==> src/rtl/serial_adder_pkg.sv <==
// rtl/serial_adder_pkg.sv - state encoding and width bounds for the serial adder controller
package serial_adder_pkg;

   localparam logic [1:0] ST_IDLE = 2'd0;
   localparam logic [1:0] ST_ADD  = 2'd1;
   localparam logic [1:0] ST_DONE = 2'd2;

   localparam int WIDTH_MIN = 1;
   localparam int WIDTH_MAX = 32;

   typedef enum logic [1:0] {
      S_IDLE = ST_IDLE,
      S_ADD  = ST_ADD,
      S_DONE = ST_DONE
   } state_t;

endpackage

==> src/rtl/fulladder.sv <==
// rtl/fulladder.sv - single-bit full adder cell shared by the serial adder
module fulladder (
   input  logic a,
   input  logic b,
   input  logic cin,
   output logic sum,
   output logic cout
);

   assign sum  = a ^ b ^ cin;
   assign cout = (a & b) | (a & cin) | (b & cin);

endmodule

==> src/rtl/serial_adder_ctrl.sv <==
// rtl/serial_adder_ctrl.sv - bit-serial WIDTH-bit adder, LSB first; SERIAL_ADDER_SUB_EN adds a subtract port
module serial_adder_ctrl
   import serial_adder_pkg::*;
#(
   parameter int WIDTH = 8
) (
   input  logic             clk,
   input  logic             rst_n,
   input  logic             start,
   input  logic [WIDTH-1:0] op_a,
   input  logic [WIDTH-1:0] op_b,
   input  logic             cin,
`ifdef SERIAL_ADDER_SUB_EN
   input  logic             sub,
`endif
   output logic             busy,
   output logic             done,
   output logic [WIDTH-1:0] sum,
   output logic             cout
);

   localparam int CW = $clog2(WIDTH) + 1;

   if (WIDTH < WIDTH_MIN || WIDTH > WIDTH_MAX) begin : g_bad_width
      $error("serial_adder_ctrl: WIDTH out of legal range");
   end

   state_t           state, state_nx;
   logic [WIDTH-1:0] a_sh, b_sh, res_sh, res_nx;
   logic [WIDTH-1:0] b_load;
   logic             carry, carry_load;
   logic [CW-1:0]    cnt;
   logic             last_bit;
   logic             fa_sum, fa_cout;

   // Subtraction is a + ~b + 1, so only the loaded B operand and initial carry differ.
`ifdef SERIAL_ADDER_SUB_EN
   assign b_load     = sub ? ~op_b : op_b;
   assign carry_load = sub | cin;
`else
   assign b_load     = op_b;
   assign carry_load = cin;
`endif

   assign last_bit = (cnt == CW'(WIDTH - 1));

   fulladder u_fa (
      .a    (a_sh[0]),
      .b    (b_sh[0]),
      .cin  (carry),
      .sum  (fa_sum),
      .cout (fa_cout)
   );

   // Result shifts in from the MSB so the LSB lands at bit 0 after WIDTH steps.
   always_comb begin
      res_nx            = res_sh >> 1;
      res_nx[WIDTH-1]   = fa_sum;
   end

   // State register.
   always_ff @(posedge clk or negedge rst_n) begin
      if (!rst_n) state <= S_IDLE;
      else        state <= state_nx;
   end

   // Next-state: accept in IDLE, one bit per cycle in ADD, single-cycle DONE.
   always_comb begin
      state_nx = state;
      case (state)
         S_IDLE:  if (start) state_nx = S_ADD;
         S_ADD:   if (last_bit) state_nx = S_DONE;
         S_DONE:  state_nx = S_IDLE;
         default: state_nx = S_IDLE;
      endcase
   end

   // Operand/result shifting, carry chaining and result capture on the last bit.
   always_ff @(posedge clk or negedge rst_n) begin
      if (!rst_n) begin
         a_sh   <= '0;
         b_sh   <= '0;
         res_sh <= '0;
         carry  <= 1'b0;
         cnt    <= '0;
         sum    <= '0;
         cout   <= 1'b0;
      end else begin
         case (state)
            S_IDLE: begin
               if (start) begin
                  a_sh  <= op_a;
                  b_sh  <= b_load;
                  carry <= carry_load;
                  cnt   <= '0;
               end
            end
            S_ADD: begin
               a_sh   <= a_sh >> 1;
               b_sh   <= b_sh >> 1;
               res_sh <= res_nx;
               carry  <= fa_cout;
               cnt    <= cnt + CW'(1);
               if (last_bit) begin
                  sum  <= res_nx;
                  cout <= fa_cout;
               end
            end
            default: ;
         endcase
      end
   end

   assign busy = (state != S_IDLE);
   assign done = (state == S_DONE);

endmodule

==> config.mk <==
export PLATFORM = sky130hd
export DESIGN_NAME = serial_adder_ctrl
export DESIGN_NICKNAME = d
export VERILOG_FILES = /design/src/rtl/serial_adder_pkg.sv /design/src/rtl/fulladder.sv /design/src/rtl/serial_adder_ctrl.sv
export SDC_FILE = /design/constraint.sdc
export NUM_CORES = 1
export LEC_CHECK = 0
export CORE_MARGIN = 5
export CORE_UTILIZATION = 52
export DETAILED_ROUTE_END_ITERATION = 8
export GPL_TIMING_DRIVEN = 0
export PLACE_DENSITY = 0.77
export SYNTH_ARGS = -nofsm -noshare
export SYNTH_HDL_FRONTEND = slang
export SYNTH_SLANG_ARGS = --single-unit
==> constraint.sdc <==
create_clock -name clk -period 2.2 [get_ports clk]
set_input_delay 0.22 -clock clk [delete_from_list [all_inputs] [get_ports clk]]
set_output_delay 0.22 -clock clk [all_outputs]
set_load 0.01 [all_outputs]
==> run metrics, run 1 <==
status complete, no violations; CTS tree done; Initial Utilization 0.5329; maximum clock insertion buffer count 2; Synth Register Bits 39; crit path time final 2.099 ns; relative slew slack 0.4334; cell row count 21; CP Launch Point state[1]; delay-heaviest family, CP buffers and inverters; DIE AREA 4657 sq um; f_max 0.4764 GHz; global-route wire length before repair 6099 um; WS Path Type register to output pin; Total GRT Usage 0.1797; WL/cell 14.30 um; DRT Pass-1 Iters 4; crit-path cells clkbuf_2, or2_2, clkdlybuf4s50_1; DRT iter0 DRCs 59; Distinct cells, synth 20; Worst Skew 0.009313 ns; Pwr Density 1296 nW/um^2; slew at the pin closest to its max-slew limit 0.8498 ns; Clk Latency, worst-skew pair 0.35 ns; setup TNS 0 ns; Crit Reg-Reg Startpoint state[1]; crit end category output pin; worst reg2reg setup slack 0.40 ns; largest net degree at the start of global routing 40; Seq/Total Area, Yosys 0.5532; CP Depth 3; syn avg cell area 10.44 sq um; clock sink count 39; H-tree Lvls 2; share of cells above drive strength 1 0.1256; Final setup viols 0; CTS Buf Count 5; worst reg2reg path depth 4; CP arrival 1.88 ns; Synth Area in Compound Gates 0.1851; clock-pin slew on the worst setup and hold paths 0.12 ns; Mapped Area 1764 sq um; Slew Viols, Final 0; Tcrit/Tclk final 0.9541; simple-gate area share of the yosys netlist 0.1525; Max-Cap Viols 0; antenna cells 0; Post-Syn Nets 191; die width 68.25 um; crit-path max FO 15; GP Congestion 0.8098; vias in the first global route 1,356; DRC Markers 0; DR vias/cell 5.316; mux contribution to synthesized area 0.06383; GR Overflow Total 0; total wire length 3617 um; Final Instance Area 2212 sq um; core box area 3311 sq um; Layout Cells excl Fill 253; placed insts 245; cells after synthesis 169; Final nets 228; initial antenna violation count 0; CP max-delay cell dfrtp_2; IO Count 31; Leakage Power 0.9616 nW; Fin. Hold Viols 0; pre-CTS setup slack 0.05286 ns; largest family of logic cells by synthesized area compound AO/OA/AOI/OAI gates; Synth Area in Adders 0.01844; Startpoint Class register; Antenna Violating Nets Remaining 0; Syn. warnings 0; CP Buf/Inv Count 2; Hold Crit Class primary input to register; Critical Path Sink busy; Area after DPL 2117 sq um; via count 1,345; Worst EP required 1.98 ns; height of the die 68.25 um; RSZ-0062 raised after global routing no; layout filler cell count 291; Worst R2R End sum[7]; HPWL after DPL 2543 um; VDD IR max 0.6992 mV; clk root buf clkbuf_4; post-route setup slack 0.1009 ns; Largest stage delay, worst path 0.52 ns; post-synthesis xor/xnor area fraction 0; Port Buffers 30; synthesis-to-layout area growth 25.39%
==> synth_stat cells <==
cell type  instances  area share
o311ai_0           1      0.0050
nand2b_1           1      0.0035
dfrtp_1           39        0.55
nor2_1             2      0.0043
nor2b_1           20       0.071
nor3_4             1      0.0092
ha_1               1      0.0071
buf_2              2      0.0057
or2_2              1      0.0035
clkbuf_1           7       0.015
o21ai_0           18       0.051
nand3_1            2      0.0057
a22oi_1           15       0.064
nand2_1           26       0.055
buf_6              1      0.0064
a22o_1             2      0.0099
fa_1               1       0.011
o21bai_1           1      0.0043
mux2_2            10       0.064
a21oi_1           18       0.051
==> tightest hold or removal path: cells and delay by family <==
kind,cells,cell delay (ns)
buffers and inverters,1,0.39
AOI/OAI and AO/OA,2,0.19
==> worst min path at each step <==
stage | start | endpoint | slack (ns) | cells after the start
after CTS | op_b[7] | b_sh[7] | 0.47 | 3
after global routing | op_b[7] | b_sh[7] | 0.49 | 3
after detailed placement | rst_n | b_sh[4] | 0.37 | 1
final | op_b[7] | b_sh[7] | 0.48 | 3
after floorplan | rst_n | a_sh[0] | -0.08 | 0
after global placement | res_sh[1] | res_sh[1] | 0.46 | 2
==> placed cells by master, fill, tap and decap left out, types with 2 or more instances in the layout <==
cell type        count
dfrtp_1             38
o21ai_0             18
nor2b_1             20
buf_2                3
nand2_1             26
a22o_1               2
clkbuf_4             5
mux2_2              10
nand3_1              2
a21oi_1             18
clkdlybuf4s50_1     29
clkbuf_1             5
a22oi_1             15
nor2_1               2
==> logic make-up (layout without fill, tap and decap cells) <==
family                     Yosys count  after routing
muxes                               10             10
DFF                                 39             39
buffers and inverters               10             48
AOI/OAI and AO/OA                   55             55
adders and majority gates            2              2
and+or+nand+nor                     53             53
==> area by class of cell <==
class / instances / area, sq um / share of cell area
clock inverters: 2 / 35.03 / 0.01584
repair buffers: 31 / 305.3 / 0.1380
well taps: 46 / 57.56 / 0.02602
multi-input cells: 120 / 740.7 / 0.3348
flip-flops and latches: 39 / 977.2 / 0.4417
clock buffers: 6 / 51.30 / 0.02319
plain buffers: 9 / 45.04 / 0.02036
==> per-layer routing <==
layer  vias up  GRT usage  wire length [um]  share of wire
met1       648     0.2241              1623           0.45
li1        665          -                 -              -
met4         0    0.06452                58          0.016
met5         -          0                 0              0
met2        25     0.2936              1792           0.50
met3         7    0.05583               142          0.039
==> power by group <==
| part | internal (mW) | switching [mW] |
|---|---|---|
| combinational | 0.568 | 0.557 |
| sequential | 1.01 | 0.230 |
| clock | 0.269 | 0.231 |
==> timing repair <==
item                                   4_1_cts  5_1_grt
hold buffers                                 1        0
endpoints found under the hold margin       39        0
resized for setup                            2        0
setup endpoints to repair                    2        0
setup buffers                                0        0
==> registers in the layout, summed over array words and instances (netlist names) <==
signal and flops:
state 2, a_sh 8, cout 1, sum 8
cnt 4, res_sh 7, b_sh 8, carry 1
==> stage by stage <==
step,util,power [mW],hold slack [ns]
after floorplan,-,1.948,-0.07559
after global placement,0.6410,2.337,0.4558
after detailed placement,0.6395,2.400,0.3735
after CTS,0.6682,2.902,0.4724
after global routing,0.6682,3.111,0.4884
final,0.6682,2.868,0.4820
(Power assumes the default switching activity.)
==> run 2: changes to the inputs <==
- ABC_AREA: default -> 1
- CORE_ASPECT_RATIO: default -> 0.6
- CORE_UTILIZATION: 52 -> 51
- PLACE_DENSITY: 0.77 -> 0.76
==> run 2 against run 1 <==
  * Flip-flop and latch count did not move
  * Clock skew rose by 0.00082 ns
  * Critical path depth fell by 1
  * Fmax rose by 29%
  * Power fell by 1.3%
  * Largest power group unchanged
==> run metrics, run 2 <==
Total GRT Usage 0.1799 (was 0.1797); Post-synth top cells 77 x nand2_1, 39 x dfrtp_1, 38 x nand3_1 (was 39 x dfrtp_1, 26 x nand2_1, 20 x nor2b_1); clock sink count 39 (unchanged); Layout Cells excl Fill 274 (was 253); HPWL after DPL 2644 um (was 2543 um); Synth Register Bits 39 (unchanged); synthesis-to-layout area growth 25.80% (was 25.39%); core box area 3203 sq um (was 3311 sq um); crit end category output pin (unchanged); Max-Cap Viols 0 (unchanged); crit-path max FO 4 (was 15); FFs w/ async S/R, synth 1.000 (unchanged); slew at the pin closest to its max-slew limit 0.8514 ns (was 0.8498 ns); Slew Viols, Final 0 (unchanged); Port Buffers 30 (unchanged); Tcrit/Tclk final 0.7405 (was 0.9541); Initial Utilization 0.5238 (was 0.5329); Seq/Total Area, Yosys 0.5817 (was 0.5532); Setup Buffers After CTS 0 (unchanged); pre-CTS setup slack 0.7154 ns (was 0.05286 ns); total wire length 3689 um (was 3617 um); CP arrival 1.41 ns (was 1.88 ns); status complete, no violations (unchanged); relative slew slack 0.4324 (was 0.4334); Worst Skew 0.01014 ns (was 0.009313 ns); via count 1,407 (was 1,345); area occupied by multi-input gates 620.6 sq um (was 740.7 sq um); commonest non-fill, non-tap cell in the layout nand2_1 (was dfrtp_1); GP Congestion 0.7814 (was 0.8098); DIE AREA 4575 sq um (was 4657 sq um); Antenna Violating Nets Remaining 0 (unchanged); cell row count 16 (was 21); Pwr Density 1341 nW/um^2 (was 1296 nW/um^2); switching fraction of total power 0.3799 (was 0.3551); maximum clock insertion buffer count 2 (unchanged); leading area contributor after synthesis dfrtp_1 (unchanged); Syn. warnings 0 (unchanged); clock-pin slew on the worst setup and hold paths 0.07 ns (was 0.12 ns); Final setup viols 0 (unchanged); Fin. Hold Viols 0 (unchanged); global-route wire length before repair 6361 um (was 6099 um); Worst EP required 1.98 ns (about the same); antenna cells 0 (unchanged); sw power 1.075 mW (was 1.018 mW); RSZ-0062 raised after global routing no (unchanged); crit path time final 1.629 ns (was 2.099 ns); top flop regs a_sh x8, b_sh x8, sum x8 (unchanged); largest net degree at the start of global routing 40 (unchanged); layout filler cell count 256 (was 291); GR Overflow Total 0 (unchanged); Post-synth EDFFs 0 (unchanged); top_reg_cell synth dfrtp_1 (unchanged); post_cts resized 0 (was 2); Distinct cells, synth 20 (unchanged); Leakage Power 1.024 nW (was 0.9616 nW); Post-Syn Nets 213 (was 191); most frequent cells in the layout 77 x nand2_1, 39 x dfrtp_1, 38 x nand3_1, 29 x clkdlybuf4s50_1 (was 38 x dfrtp_1, 29 x clkdlybuf4s50_1, 26 x nand2_1, 20 x nor2b_1); WS Path Type register to output pin (unchanged); f_max 0.6138 GHz (was 0.4764 GHz); combinational fraction of design power 0.398 (was 0.393); Clk Latency, worst-skew pair 0.30 ns (was 0.35 ns); CTS Buf Count 5 (unchanged); DR vias/cell 5.135 (was 5.316); setup TNS 0 ns (unchanged); height of the die 54.43 um (was 68.25 um); post-route setup slack 0.5709 ns (was 0.1009 ns); Clock power frac 0.163 (was 0.174); Startpoint Class register (unchanged); share of cells above drive strength 1 0.08734 (was 0.1256); syn avg cell area 8.785 sq um (was 10.44 sq um); DRT Pass-1 Iters 4 (unchanged); initial antenna violation count 0 (unchanged); cells after synthesis 191 (was 169); Mapped Area 1678 sq um (was 1764 sq um); P_int 1.755 mW (was 1.850 mW); clk root buf clkbuf_8 (was clkbuf_4); DRT iter0 DRCs 129 (was 59); CTS tree done (unchanged); Hold Crit Class primary input to async pin (was primary input to register); Reg power frac 0.439 (was 0.433); placed insts 266 (was 245); H-tree Lvls 2 (unchanged); IO Count 31 (unchanged); vias in the first global route 1,397 (was 1,356); die width 84.05 um (was 68.25 um); Reg area 975.9 sq um (was 977.2 sq um); VDD IR max 0.6636 mV (was 0.6992 mV); largest cells by area after synthesis dfrtp_1 58%, nand2_1 17%, nand3_1 11%, buf_6 1.3%, fa_1 1.2% (was dfrtp_1 55%, nor2b_1 7.1%, a22oi_1 6.4%, mux2_2 6.4%, nand2_1 5.5%); Hold-fix buffers, CTS 0 (was 1); Final nets 250 (was 228); DRC Markers 0 (unchanged); most frequent cell after synthesis nand2_1 (was dfrtp_1); top cell type's share of synthesized area 0.5817 (was 0.5532); WL/cell 13.46 um (was 14.30 um)
[run 2: kinds of logic after synthesis]
group | synth area share
AOI/OAI and AO/OA | 0.02833
adders and majority gates | 0.01939
buffers and inverters | 0.04847
DFF | 0.5817
and+or+nand+nor | 0.3222
[run 2: power groups by stage]
stage	Sequential (mW)	Combinational [mW]	Clock (mW)
after floorplan	1.24	0.677	0
after global placement	1.23	1.08	0
after detailed placement	1.25	1.12	0
after CTS	1.24	1.13	0.466
after global routing	1.28	1.26	0.494
final	1.24	1.13	0.462
[run 2: final timing paths]
check                               start  slack [ns]  endpoint  cells after the start
worst max-delay path             state[0]        0.57      done                      2
worst min-delay path                rst_n        0.03    sum[3]                      1
worst max register to register     cnt[0]        0.82    sum[1]                      6
worst min register to register  res_sh[7]        0.47    sum[6]                      2
max in group asynchronous           rst_n        1.63   a_sh[5]                      1
min in group clk                  op_b[7]        0.46   b_sh[7]                      3
[run 2: critical path, cell delays in order, from the launching register on]
cell and delay, ns:
dfrtp_1 0.44, nor2_1 0.13, clkdlybuf4s50_1 0.54
[run 2: metal layers]
layer / wire length, um / share of wire / global-route usage
met5: 0 / 0 / 0
met4: 33 / 0.0089 / 0.07487
met3: 221 / 0.060 / 0.05113
met2: 1685 / 0.46 / 0.3089
met1: 1749 / 0.47 / 0.2202
[run 2: final cells by class]
type	count	share of cell area
Clock inverter	1	0.002371
Timing Repair Buffer	30	0.1399
Buffer	8	0.02608
Multi-Input combinational cell	137	0.2940
Clock buffer	7	0.03616
Inverter	7	0.01245
Tap cell	45	0.02667
Sequential cell	39	0.4624
[run 2: per-stage QoR]
stage,power (mW),cell area (sq um),utilization,hold WS [ns]
final,2.830,2111,0.6590,0.02530
after global routing,3.034,2111,0.6590,0.1142
after CTS,2.832,2111,0.6590,0.05879
after detailed placement,2.372,2029,0.6336,0.3679
after global placement,2.311,2034,0.6352,0.4562
after floorplan,1.919,1678,-,-0.07559
==> run 3: changes to the inputs <==
- CORE_UTILIZATION: 51 -> 46
- PLACE_DENSITY: 0.76 -> 0.72
- clock period: 2.2 -> 1.4 ns (I/O delays scaled with it)
==> run 3 against run 2 <==
  * Sequential power rose by 56%
  * Critical path type unchanged
  * Non-clock buffer count rose by 1
  * Combinational power rose by 55%
  * Power rose by 65%
  * Clock power rose by 110%
  * Worst setup slack got worse by 0.51 ns
  * Highest routed layer unchanged
  * Design area rose by 3.1%
  * Sequential share of layout area fell by 1.4 points
  * Die area rose by 9.2%
  * Largest cell class unchanged
==> run metrics, run 3 (synthesis results as in run 2) <==
status complete, no violations (unchanged); GP Congestion 0.7796 (was 0.7814); hold path start op_b[7]; Worst EP required 1.26 ns (was 1.98 ns); largest net degree at the start of global routing 40 (unchanged); Total GRT Usage 0.1556 (was 0.1799); DIE AREA 4995 sq um (was 4575 sq um); Startpoint Class register (unchanged); f_max 0.7488 GHz; VDD IR max 0.9193 mV (was 0.6636 mV); CTS Buf Count 5 (unchanged); Pwr Density 2142 nW/um^2 (was 1341 nW/um^2); DRT Pass-1 Iters 4 (unchanged); Clk Latency, worst-skew pair 0.29 ns (was 0.30 ns); Antenna Violating Nets Remaining 0 (unchanged); delay-heaviest family, CP buffers and inverters (unchanged); clk root buf clkbuf_8 (unchanged); CP Launch Point sum[1] (was state[0]); Max-Cap Viols 0 (unchanged); top flop regs a_sh x8, b_sh x8, sum x8 (unchanged); cell row count 17 (was 16); height of the die 56.78 um (was 54.43 um); share of cells above drive strength 1 0.1082 (was 0.08734); fin util 0.6056 (was 0.6590); crit-path max FO 2 (was 4); die width 87.97 um (was 84.05 um); HPWL after DPL 2449 um (was 2644 um); Final setup viols 0 (unchanged); CP max-delay cell clkdlybuf4s50_1 (unchanged); clock-pin slew on the worst setup and hold paths 0.08 ns (was 0.07 ns); H-tree Lvls 2 (unchanged); Hold Crit Class primary input to register (was primary input to async pin); DR vias/cell 5.007 (was 5.135); CP Buf/Inv Count 1 (unchanged); Tcrit/Tclk final 0.9539; Slew Viols, Final 0 (unchanged); Crit Reg-Reg Startpoint state[0] (was cnt[0]); slew at the pin closest to its max-slew limit 0.8408 ns (was 0.8514 ns); total wire length 3527 um (was 3689 um); relative slew slack 0.4395 (was 0.4324); commonest non-fill, non-tap cell in the layout nand2_1 (unchanged); Initial Utilization 0.4668 (was 0.5238); worst reg2reg setup slack 0.11 ns (was 0.82 ns); clock sink count 39 (unchanged); vias in the first global route 1,263 (was 1,397); Fin. Hold Viols 0 (unchanged); crit path time final 1.335 ns; via count 1,392 (was 1,407); maximum clock insertion buffer count 2 (unchanged); synthesis-to-layout area growth 29.75% (was 25.80%); GR Overflow Total 0 (unchanged); CTS tree done (unchanged); Worst Skew 0.007790 ns (was 0.01014 ns); crit-path cells clkdlybuf4s50_1 (was nor2_1, clkdlybuf4s50_1); crit end category output pin (unchanged); Port Buffers 30 (unchanged); Largest stage delay, worst path 0.54 ns (about the same); WL/cell 12.69 um (was 13.46 um); global-route wire length before repair 5906 um (was 6361 um); Final nets 252 (was 250); initial antenna violation count 0 (unchanged); CP arrival 1.20 ns (was 1.41 ns); DRC Markers 0 (unchanged); RSZ-0062 raised after global routing no (unchanged); DRT iter0 DRCs 102 (was 129); post-route setup slack 0.06455 ns (was 0.5709 ns); pre-CTS setup slack 0.001107 ns (was 0.7154 ns); most frequent cells in the layout 77 x nand2_1, 38 x nand3_1, 38 x dfrtp_1, 27 x clkdlybuf4s50_1, 6 x clkbuf_8 (was 77 x nand2_1, 39 x dfrtp_1, 38 x nand3_1, 29 x clkdlybuf4s50_1); antenna cells 0 (unchanged); core box area 3595 sq um (was 3203 sq um); WS Path Type register to output pin (unchanged); Leakage Power 1.053 nW (was 1.024 nW); IO Count 31 (unchanged)
run 3: changes by cell type in the layout (fill, tap and decap cells not counted):
cell / before / now
clkbuf_1: 4 / 2
clkdlybuf4s50_1: 29 / 27
dlygate4sd2_1: 0 / 2
nor2_4: 1 / 3
bufinv_16: 0 / 1
clkbuf_8: 5 / 6
dfrtp_1: 39 / 38
dfrtp_2: 0 / 1
dlygate4sd3_1: 0 / 1
nand2_2: 3 / 4
nor2_1: 5 / 4
nor2_2: 1 / 0
run 3: what timing repair did:
item | 4_1_cts | 5_1_grt
setup endpoints to repair | 2 | 9
endpoints found under the hold margin | 39 | 0
cloned | 0 | 1
pin swaps | 0 | 1
buffers inserted | 0 | 0
hold buffers | 1 | 0
resized for setup | 3 | 4
run 3: final cells by class:
cell class	count	area, sq um
Tap cell	47	58.81
Fill cell	320	1418
Clock buffer	6	82.58
Timing Repair Buffer	31	302.8
Buffer	8	55.05
Clock inverter	2	35.03
Inverter	7	26.28
Sequential cell	39	977.2
Multi-Input combinational cell	138	639.4
run 3: final timing paths:
| kind | endpoint | cells past startpoint |
|---|---|---|
| setup / recovery | sum[1] | 1 |
| hold / removal | b_sh[7] | 3 |
| setup reg to reg | a_sh[0] | 4 |
| hold reg to reg | sum[4] | 2 |
| max in group asynchronous | state[0] | 2 |
| min in group asynchronous | sum[6] | 2 |
run 3: power by group:
group | total, mW | internal, mW | switching, mW
Clock | 0.971 | 0.577 | 0.394
Combinational | 1.75 | 0.793 | 0.961
Sequential | 1.94 | 1.62 | 0.318
run 3: per-stage QoR:
stage / power (mW) / hold slack [ns] / area [sq um] / std cells / setup TNS [ns]
global route: 5.027 / 0.4001 / 2177 / 278 / 0
CTS: 4.671 / 0.3817 / 2158 / 277 / 0
floorplan: 3.016 / -0.1556 / 1678 / 191 / 0
global placement: 3.649 / 0.4521 / 2037 / 268 / -28.65
finish: 4.662 / 0.3801 / 2177 / 278 / 0
detailed placement: 3.701 / 0.2875 / 2032 / 268 / 0
run 3: layer usage:
metal,track usage,vias to the layer above,share of wire
li1,-,696,-
met1,0.2380,654,0.50
met2,0.1974,37,0.42
met3,0.05279,5,0.070
met4,0.05908,0,0.012
met5,0,-,0
